--- src/rtl/usb_pkg.sv ---
// Shared USB definitions: PID encodings, receive FSM states, error codes and
// the serial CRC5 step used by both token receive and transmit paths.
package usb_pkg;

  typedef enum logic [3:0] {
    PID_OUT   = 4'b0001,
    PID_IN    = 4'b1001,
    PID_SOF   = 4'b0101,
    PID_SETUP = 4'b1101,
    PID_DATA0 = 4'b0011,
    PID_DATA1 = 4'b1011,
    PID_DATA2 = 4'b0111,
    PID_MDATA = 4'b1111,
    PID_ACK   = 4'b0010,
    PID_NAK   = 4'b1010,
    PID_STALL = 4'b1110,
    PID_NYET  = 4'b0110,
    PID_PRE   = 4'b1100,
    PID_SPLIT = 4'b1000,
    PID_PING  = 4'b0100,
    PID_RSVD  = 4'b0000
  } pid_t;

  typedef enum logic [2:0] {
    RX_IDLE,
    RX_PID,
    RX_TOKEN,
    RX_EOPW,
    RX_DRAIN
  } rx_state_t;

  typedef enum logic [1:0] {
    ERR_NONE = 2'b00,
    ERR_PID  = 2'b01,
    ERR_CRC  = 2'b10,
    ERR_LEN  = 2'b11
  } err_t;

  localparam logic [4:0] CRC5_INIT    = 5'b11111;
  localparam logic [4:0] CRC5_POLY    = 5'b00101;
  localparam logic [4:0] CRC5_RESIDUE = 5'b01100;

  // One serial step of x^5+x^2+1.
  function automatic logic [4:0] crc5_next(input logic [4:0] crc, input logic b);
    logic fb;
    fb = crc[4] ^ b;
    return {crc[3:0], 1'b0} ^ (fb ? CRC5_POLY : 5'b00000);
  endfunction

  function automatic logic is_token_pid(input logic [3:0] p);
    return (p == PID_OUT) || (p == PID_IN) || (p == PID_SOF) || (p == PID_SETUP);
  endfunction

endpackage

--- src/rtl/usb_crc5_serial.sv ---
// Serial CRC5 register; init has priority over en. Shared by the token
// receive framer and the transmit token generator.
module usb_crc5_serial
  import usb_pkg::*;
(
  input  logic       clk,
  input  logic       n_rst,
  input  logic       init,
  input  logic       en,
  input  logic       bit_in,
  output logic [4:0] crc
);

  logic [4:0] crc_q;

  always_ff @(posedge clk or negedge n_rst) begin
    if (!n_rst) begin
      crc_q <= CRC5_INIT;
    end else if (init) begin
      crc_q <= CRC5_INIT;
    end else if (en) begin
      crc_q <= crc5_next(crc_q, bit_in);
    end
  end

  assign crc = crc_q;

endmodule

--- src/rtl/usb_token_rx.sv ---
// Token packet framer: SYNC hunt, PID check, 16-bit token capture with
// in-line CRC5, and one registered result per token-class packet.
//
// state    | meaning
// RX_IDLE  | counting SYNC zeros, waiting for the terminating 1
// RX_PID   | shifting the 8 PID bits
// RX_TOKEN | shifting 11 data + 5 CRC bits
// RX_EOPW  | all 16 bits in, waiting for EOP
// RX_DRAIN | ignoring bits until EOP, then reporting any pending error
module usb_token_rx
  import usb_pkg::*;
#(
  parameter int unsigned SYNC_MIN_ZEROS = 6
) (
  input  logic        clk,
  input  logic        n_rst,
  input  logic        rx_bit,
  input  logic        rx_bit_en,
  input  logic        rx_eop,
  output logic [3:0]  tok_pid,
  output logic [10:0] tok_data,
  output logic [6:0]  tok_addr,
  output logic [3:0]  tok_endp,
  output logic        tok_strobe,
  output logic        tok_err,
  output logic [1:0]  err_code,
  output logic        busy
);

  localparam logic [3:0] SYNC_MIN = 4'(SYNC_MIN_ZEROS);

  rx_state_t   state_q, state_b;
  err_t        pend_q, pend_b;
  logic [3:0]  zero_cnt_q, zero_cnt_d;
  logic [3:0]  bit_cnt_q, bit_cnt_d;
  logic [7:0]  pid_sh_q, pid_sh_d;
  logic [15:0] tok_sh_q, tok_sh_d;
  logic [7:0]  pid_nxt;
  logic [4:0]  crc, crc_eff;
  logic        crc_init, crc_en;

  logic [3:0]  tok_pid_q;
  logic [10:0] tok_data_q;
  logic        tok_strobe_q, tok_err_q;
  logic [1:0]  err_code_q;

  usb_crc5_serial u_crc (
    .clk    (clk),
    .n_rst  (n_rst),
    .init   (crc_init),
    .en     (crc_en),
    .bit_in (rx_bit),
    .crc    (crc)
  );

  // Bit step: state_b is where the FSM lands after this cycle's bit, before
  // any same-cycle EOP is applied.
  always_comb begin
    state_b    = state_q;
    pend_b     = pend_q;
    zero_cnt_d = zero_cnt_q;
    bit_cnt_d  = bit_cnt_q;
    pid_sh_d   = pid_sh_q;
    tok_sh_d   = tok_sh_q;
    crc_init   = 1'b0;
    crc_en     = 1'b0;
    pid_nxt    = {rx_bit, pid_sh_q[7:1]};

    if (rx_bit_en) begin
      case (state_q)
        RX_IDLE: begin
          if (!rx_bit) begin
            zero_cnt_d = (zero_cnt_q == 4'hF) ? 4'hF : zero_cnt_q + 4'd1;
          end else begin
            zero_cnt_d = 4'd0;
            if (zero_cnt_q >= SYNC_MIN) begin
              state_b   = RX_PID;
              bit_cnt_d = 4'd0;
              pend_b    = ERR_NONE;
            end
          end
        end
        RX_PID: begin
          pid_sh_d  = pid_nxt;
          bit_cnt_d = bit_cnt_q + 4'd1;
          if (bit_cnt_q == 4'd7) begin
            bit_cnt_d = 4'd0;
            if (pid_nxt[7:4] != ~pid_nxt[3:0]) begin
              state_b = RX_DRAIN;
              pend_b  = ERR_PID;
            end else if (is_token_pid(pid_nxt[3:0])) begin
              state_b  = RX_TOKEN;
              crc_init = 1'b1;
            end else begin
              state_b = RX_DRAIN;
              pend_b  = ERR_NONE;
            end
          end
        end
        RX_TOKEN: begin
          tok_sh_d  = {rx_bit, tok_sh_q[15:1]};
          crc_en    = 1'b1;
          bit_cnt_d = bit_cnt_q + 4'd1;
          if (bit_cnt_q == 4'd15) begin
            state_b = RX_EOPW;
          end
        end
        RX_EOPW: begin
          state_b = RX_DRAIN;
          pend_b  = ERR_LEN;
        end
        RX_DRAIN: begin
        end
        default: begin
          state_b = RX_IDLE;
        end
      endcase
    end

    // Residue must include a 16th bit arriving together with EOP.
    crc_eff = (rx_bit_en && (state_q == RX_TOKEN)) ? crc5_next(crc, rx_bit) : crc;
  end

  always_ff @(posedge clk or negedge n_rst) begin
    if (!n_rst) begin
      state_q      <= RX_IDLE;
      pend_q       <= ERR_NONE;
      zero_cnt_q   <= 4'd0;
      bit_cnt_q    <= 4'd0;
      pid_sh_q     <= 8'd0;
      tok_sh_q     <= 16'd0;
      tok_pid_q    <= 4'd0;
      tok_data_q   <= 11'd0;
      tok_strobe_q <= 1'b0;
      tok_err_q    <= 1'b0;
      err_code_q   <= 2'b00;
    end else begin
      state_q      <= state_b;
      pend_q       <= pend_b;
      zero_cnt_q   <= zero_cnt_d;
      bit_cnt_q    <= bit_cnt_d;
      pid_sh_q     <= pid_sh_d;
      tok_sh_q     <= tok_sh_d;
      tok_strobe_q <= 1'b0;
      tok_err_q    <= 1'b0;

      if (rx_eop) begin
        case (state_b)
          RX_IDLE: begin
          end
          RX_PID: begin
            state_q <= RX_IDLE;
          end
          RX_TOKEN: begin
            state_q    <= RX_IDLE;
            tok_err_q  <= 1'b1;
            err_code_q <= ERR_LEN;
          end
          RX_EOPW: begin
            state_q <= RX_IDLE;
            if (crc_eff == CRC5_RESIDUE) begin
              tok_strobe_q <= 1'b1;
              err_code_q   <= ERR_NONE;
              tok_pid_q    <= pid_sh_d[3:0];
              tok_data_q   <= tok_sh_d[10:0];
            end else begin
              tok_err_q  <= 1'b1;
              err_code_q <= ERR_CRC;
            end
          end
          RX_DRAIN: begin
            state_q <= RX_IDLE;
            if (pend_b != ERR_NONE) begin
              tok_err_q  <= 1'b1;
              err_code_q <= pend_b;
            end
          end
          default: begin
            state_q <= RX_IDLE;
          end
        endcase
      end
    end
  end

  assign tok_pid    = tok_pid_q;
  assign tok_data   = tok_data_q;
  assign tok_addr   = tok_data_q[6:0];
  assign tok_endp   = tok_data_q[10:7];
  assign tok_strobe = tok_strobe_q;
  assign tok_err    = tok_err_q;
  assign err_code   = err_code_q;
  assign busy       = (state_q != RX_IDLE);

endmodule
--- config.mk ---
export PLATFORM = sky130hd
export DESIGN_NAME = usb_token_rx
export DESIGN_NICKNAME = d
export VERILOG_FILES = /design/src/rtl/usb_pkg.sv /design/src/rtl/usb_crc5_serial.sv /design/src/rtl/usb_token_rx.sv
export SDC_FILE = /design/constraint.sdc
export NUM_CORES = 1
export LEC_CHECK = 0
export CAP_MARGIN = 20
export CORE_MARGIN = 2
export CORE_UTILIZATION = 55
export CTS_CLUSTER_DIAMETER = 100
export DETAILED_ROUTE_END_ITERATION = 16
export DONT_BUFFER_PORTS = 1
export HOLD_SLACK_MARGIN = 0.15
export PLACE_DENSITY = 0.78
export REMOVE_ABC_BUFFERS = 1
export SLEW_MARGIN = 20
export SYNTH_ARGS = -nofsm -noshare
export SYNTH_HDL_FRONTEND = slang
export SYNTH_HIERARCHICAL = 1
export SYNTH_SLANG_ARGS = --single-unit
--- constraint.sdc ---
create_clock -name clk -period 5.1 [get_ports clk]
set_input_delay 0.51 -clock clk [delete_from_list [all_inputs] [get_ports clk]]
set_output_delay 0.51 -clock clk [all_outputs]
set_load 0.005 [all_outputs]
==> results by group <==
STA
  • Final worst path period need: 2.607 ns
  • Max Slew Vio Count: 0
  • Final period util: 51.12%
  • Setup TNS: 0 ns
  • Hold Fails Final Rpt: 0
  • Final setup vio count: 0
  • Skew final: 0.009082 ns
  • Fmax achieved: 383.6 MHz
  • RSZ-0062 raised after global routing: no
  • Slew headroom: 72.55%
  • Worst-margin pin slew: 0.4075 ns

Cells and area
  • Fin area: 0.003221 mm2
  • Layout cells sized above 1: a little under a third
  • Final nets: 248
  • Post-Layout Cell Count: 315
  • N_diodes: 0
  • Filler cells: 419
  • Layout area overhead: 6.938%

Synthesis
  • Mapped Cells: 248
  • Mean Syn Cell Area: 12.14 um2
  • Yosys top cell by area: dfrtp_1
  • Syn. warnings: 6
  • FF+latch count, synth: 61
  • Synth unique cells: 54
  • Ys async rst share: 100.0%
  • Post-synth EDFFs: 0
  • Sequential share of the synthesized area: about half
  • Mapped cell area: 0.003012 mm2
  • Synth Flop Type: dfrtp_1
  • Top cell type's share of synthesized area: 46.53%
  • Synth top area cells: dfrtp_1 (47%), mux2_2 (12%), mux2_4 (4.5%)

Placed design
  • Final Wtd Congestion: approximately 0.8
  • Placement Cell Area: between 0.002 and 0.003 mm2
  • Final HPWL DP: 3161 um
  • Placed Cells: about 300
  • Buffers on Ports: 0

CTS
  • Max Root-Sink Buffers: 2
  • Worst skew pair latency: 0.33 ns
  • CTS tree: yes
  • Root buf cell: clkbuf_8
  • H-tree depth: 3
  • CTS sink cnt: 61
  • CTS Buf Count: 9
  • Setup repair bufs after CTS: 0
  • Clock edge transition at the registers on the reported setup and hold paths: 0.07 ns

Global route
  • First-pass GRT wire length: just under 8000 um
  • Largest net degree at the start of global routing: 62
  • Overall Global Routing Usage: ~17%
  • Vias in the first global route: around 1700
  • Initial antenna violation count: 0
  • Overflow after GRT: 0

Drt
  • Initial DRC count: 134
  • Routed Antenna Nets: 0
  • DR pass1 iterations: 4
  • DRC: 0
  • DR vias/cell: between 5 and 6
  • Routed wire length: 4811 um
  • Total number of vias: 1786
  • Avg WL per Cell: 15.27 um

Power
  • Cell Pwr Density: approximately 300 mW/mm2
  • Max VDD drop: approximately 0.00018 V
  • Pleak: 1.585 nW

Critical path
  • Worst path max stage delay: 0.63 ns
  • Top Family by Delay on Critical Path: simple AND/OR/NAND/NOR gates
  • Arr. time, crit path: 2.82 ns
  • Crit-path slowest cell: or4b_4
  • Worst path bufs/invs: 0
  • Crit-path cells: or4b_4 > o32ai_2 > a21oi_2 > and4bb_2 > nand3_4 > mux2_4
  • Worst Path Max Fanout: 16
  • Crit. End Element: flop
  • Setup crit start kind: flop
  • CP Data Required Time: 5.31 ns
  • Kind of critical path: flop to flop

Floorplanning
  • Die height: 78 um
  • Die width: 78 um
  • Starting density of the core: 57.86%
  • Die area: 0.006084 mm2
  • Num ports: 36
  • FP Rows: 26
  • Core ar.: 0.005205 mm2

Status
  • Status: complete, no violations

Worst hold path
  • Min-Delay Path Class: primary input to flop

Run
  • MaxCap Viol Count: 0
area by class of cell:
class,instances,area [um2],share of cell area [%]
Clock buffer,10,137.6,4.274
Sequential cell,61,1533,47.59
Tap cell,70,87.58,2.720
Multi-Input combinational cell,154,1310,40.68
Timing Repair Buffer,4,52.55,1.632
Clock inverter,6,62.56,1.943
Inverter,10,37.54,1.166
state kept, by name, indices dropped and copies added (netlist names):
register    cells
zero_cnt_q      4
tok_err         1
u_crc/crc       5
err_code        2
tok_sh_q       16
pid_sh_q        8
bit_cnt_q       4
tok_strobe      1
pend_q          2
tok_pid         4
tok_data       11
state_q         3
worst paths after layout:
path | startpoint | endpoint | slack, ns | depth (start not counted)
setup / recovery | state_q[0]$_DFF_PN0_ | tok_data[8]$_DFFE_PN0P_ | 2.49 | 6
hold / removal | rx_eop | state_q[1]$_DFF_PN0_ | 0.24 | 1
max in group asynchronous | n_rst | u_crc/crc[0]$_DFFE_PN1P_ | 4.11 | 2
setup reg to reg | state_q[0]$_DFF_PN0_ | tok_data[8]$_DFFE_PN0P_ | 2.49 | 6
min in group asynchronous | n_rst | bit_cnt_q[2]$_DFFE_PN0P_ | 0.70 | 2
hold reg to reg | pid_sh_q[0]$_DFF_PN0_ | pid_sh_q[0]$_DFF_PN0_ | 0.50 | 1
what timing repair did:
action                                  4_1_cts  5_1_grt
endpoints found under the setup margin        0        0
hold buffers                                  2        0
resized for setup                             0        0
hold endpoints to repair                     61        0
cell usage after synthesis (all sizes together) (3+ instances only):
cell     n
a211o    5
a21oi    7
buf     20
clkbuf   3
dfrtp   56
dfstp    5
ha       3
inv     10
mux2    41
nand2    8
nand2b   8
nand3    7
nor2     9
nor2b    7
nor4bb   3
o21ai   11
xor2     5
power breakdown:
part           switching, mW  internal, mW  leakage [nW]  total, mW
clock                  0.187         0.237        0.0943      0.424
sequential            0.0136         0.498         0.829      0.511
combinational         0.0323        0.0271         0.662     0.0594
metal layers:
metal | up-vias | track usage, % | part of all wire [%]
met4 | 0 | 8.772 | 0.89
met5 | - | 0 | 0
met3 | 5 | 6.279 | 7.0
met1 | 881 | 22.14 | 48
li1 | 860 | - | -
met2 | 40 | 24.48 | 44
cells by family after synthesis:
group	Yosys count	synth area share, %
fa+ha+maj	3	1.246
flops	61	50.89
simple gates	61	12.88
xor+xnor	6	2.243
mux	41	16.45
compound gates	43	10.18
buf+inv	33	6.107
layout by cell type, fill, tap and decap left out, drive strengths merged, types with 7 or more instances in the layout:
cell type	count
dfrtp	56
nor2	9
inv	10
a21oi	7
nand2b	8
mux2	41
o21ai	11
nand2	8
nand3	7
clkbuf	10
nor2b	7
metrics by stage:
stage                     setup slack, ns  power, mW  hold WS [ns]  utilization (%)
final                               2.493     0.9945        0.2379            61.88
after global routing                2.361      1.034        0.2222            61.88
after CTS                           2.480      1.006        0.2249            61.88
after detailed placement            2.498     0.5676        0.2159            57.31
after global placement              2.568     0.5650        0.2159            57.31
after floorplan                    0.6400     0.5565        0.2144                -
Power figures use the tool's default switching activity.
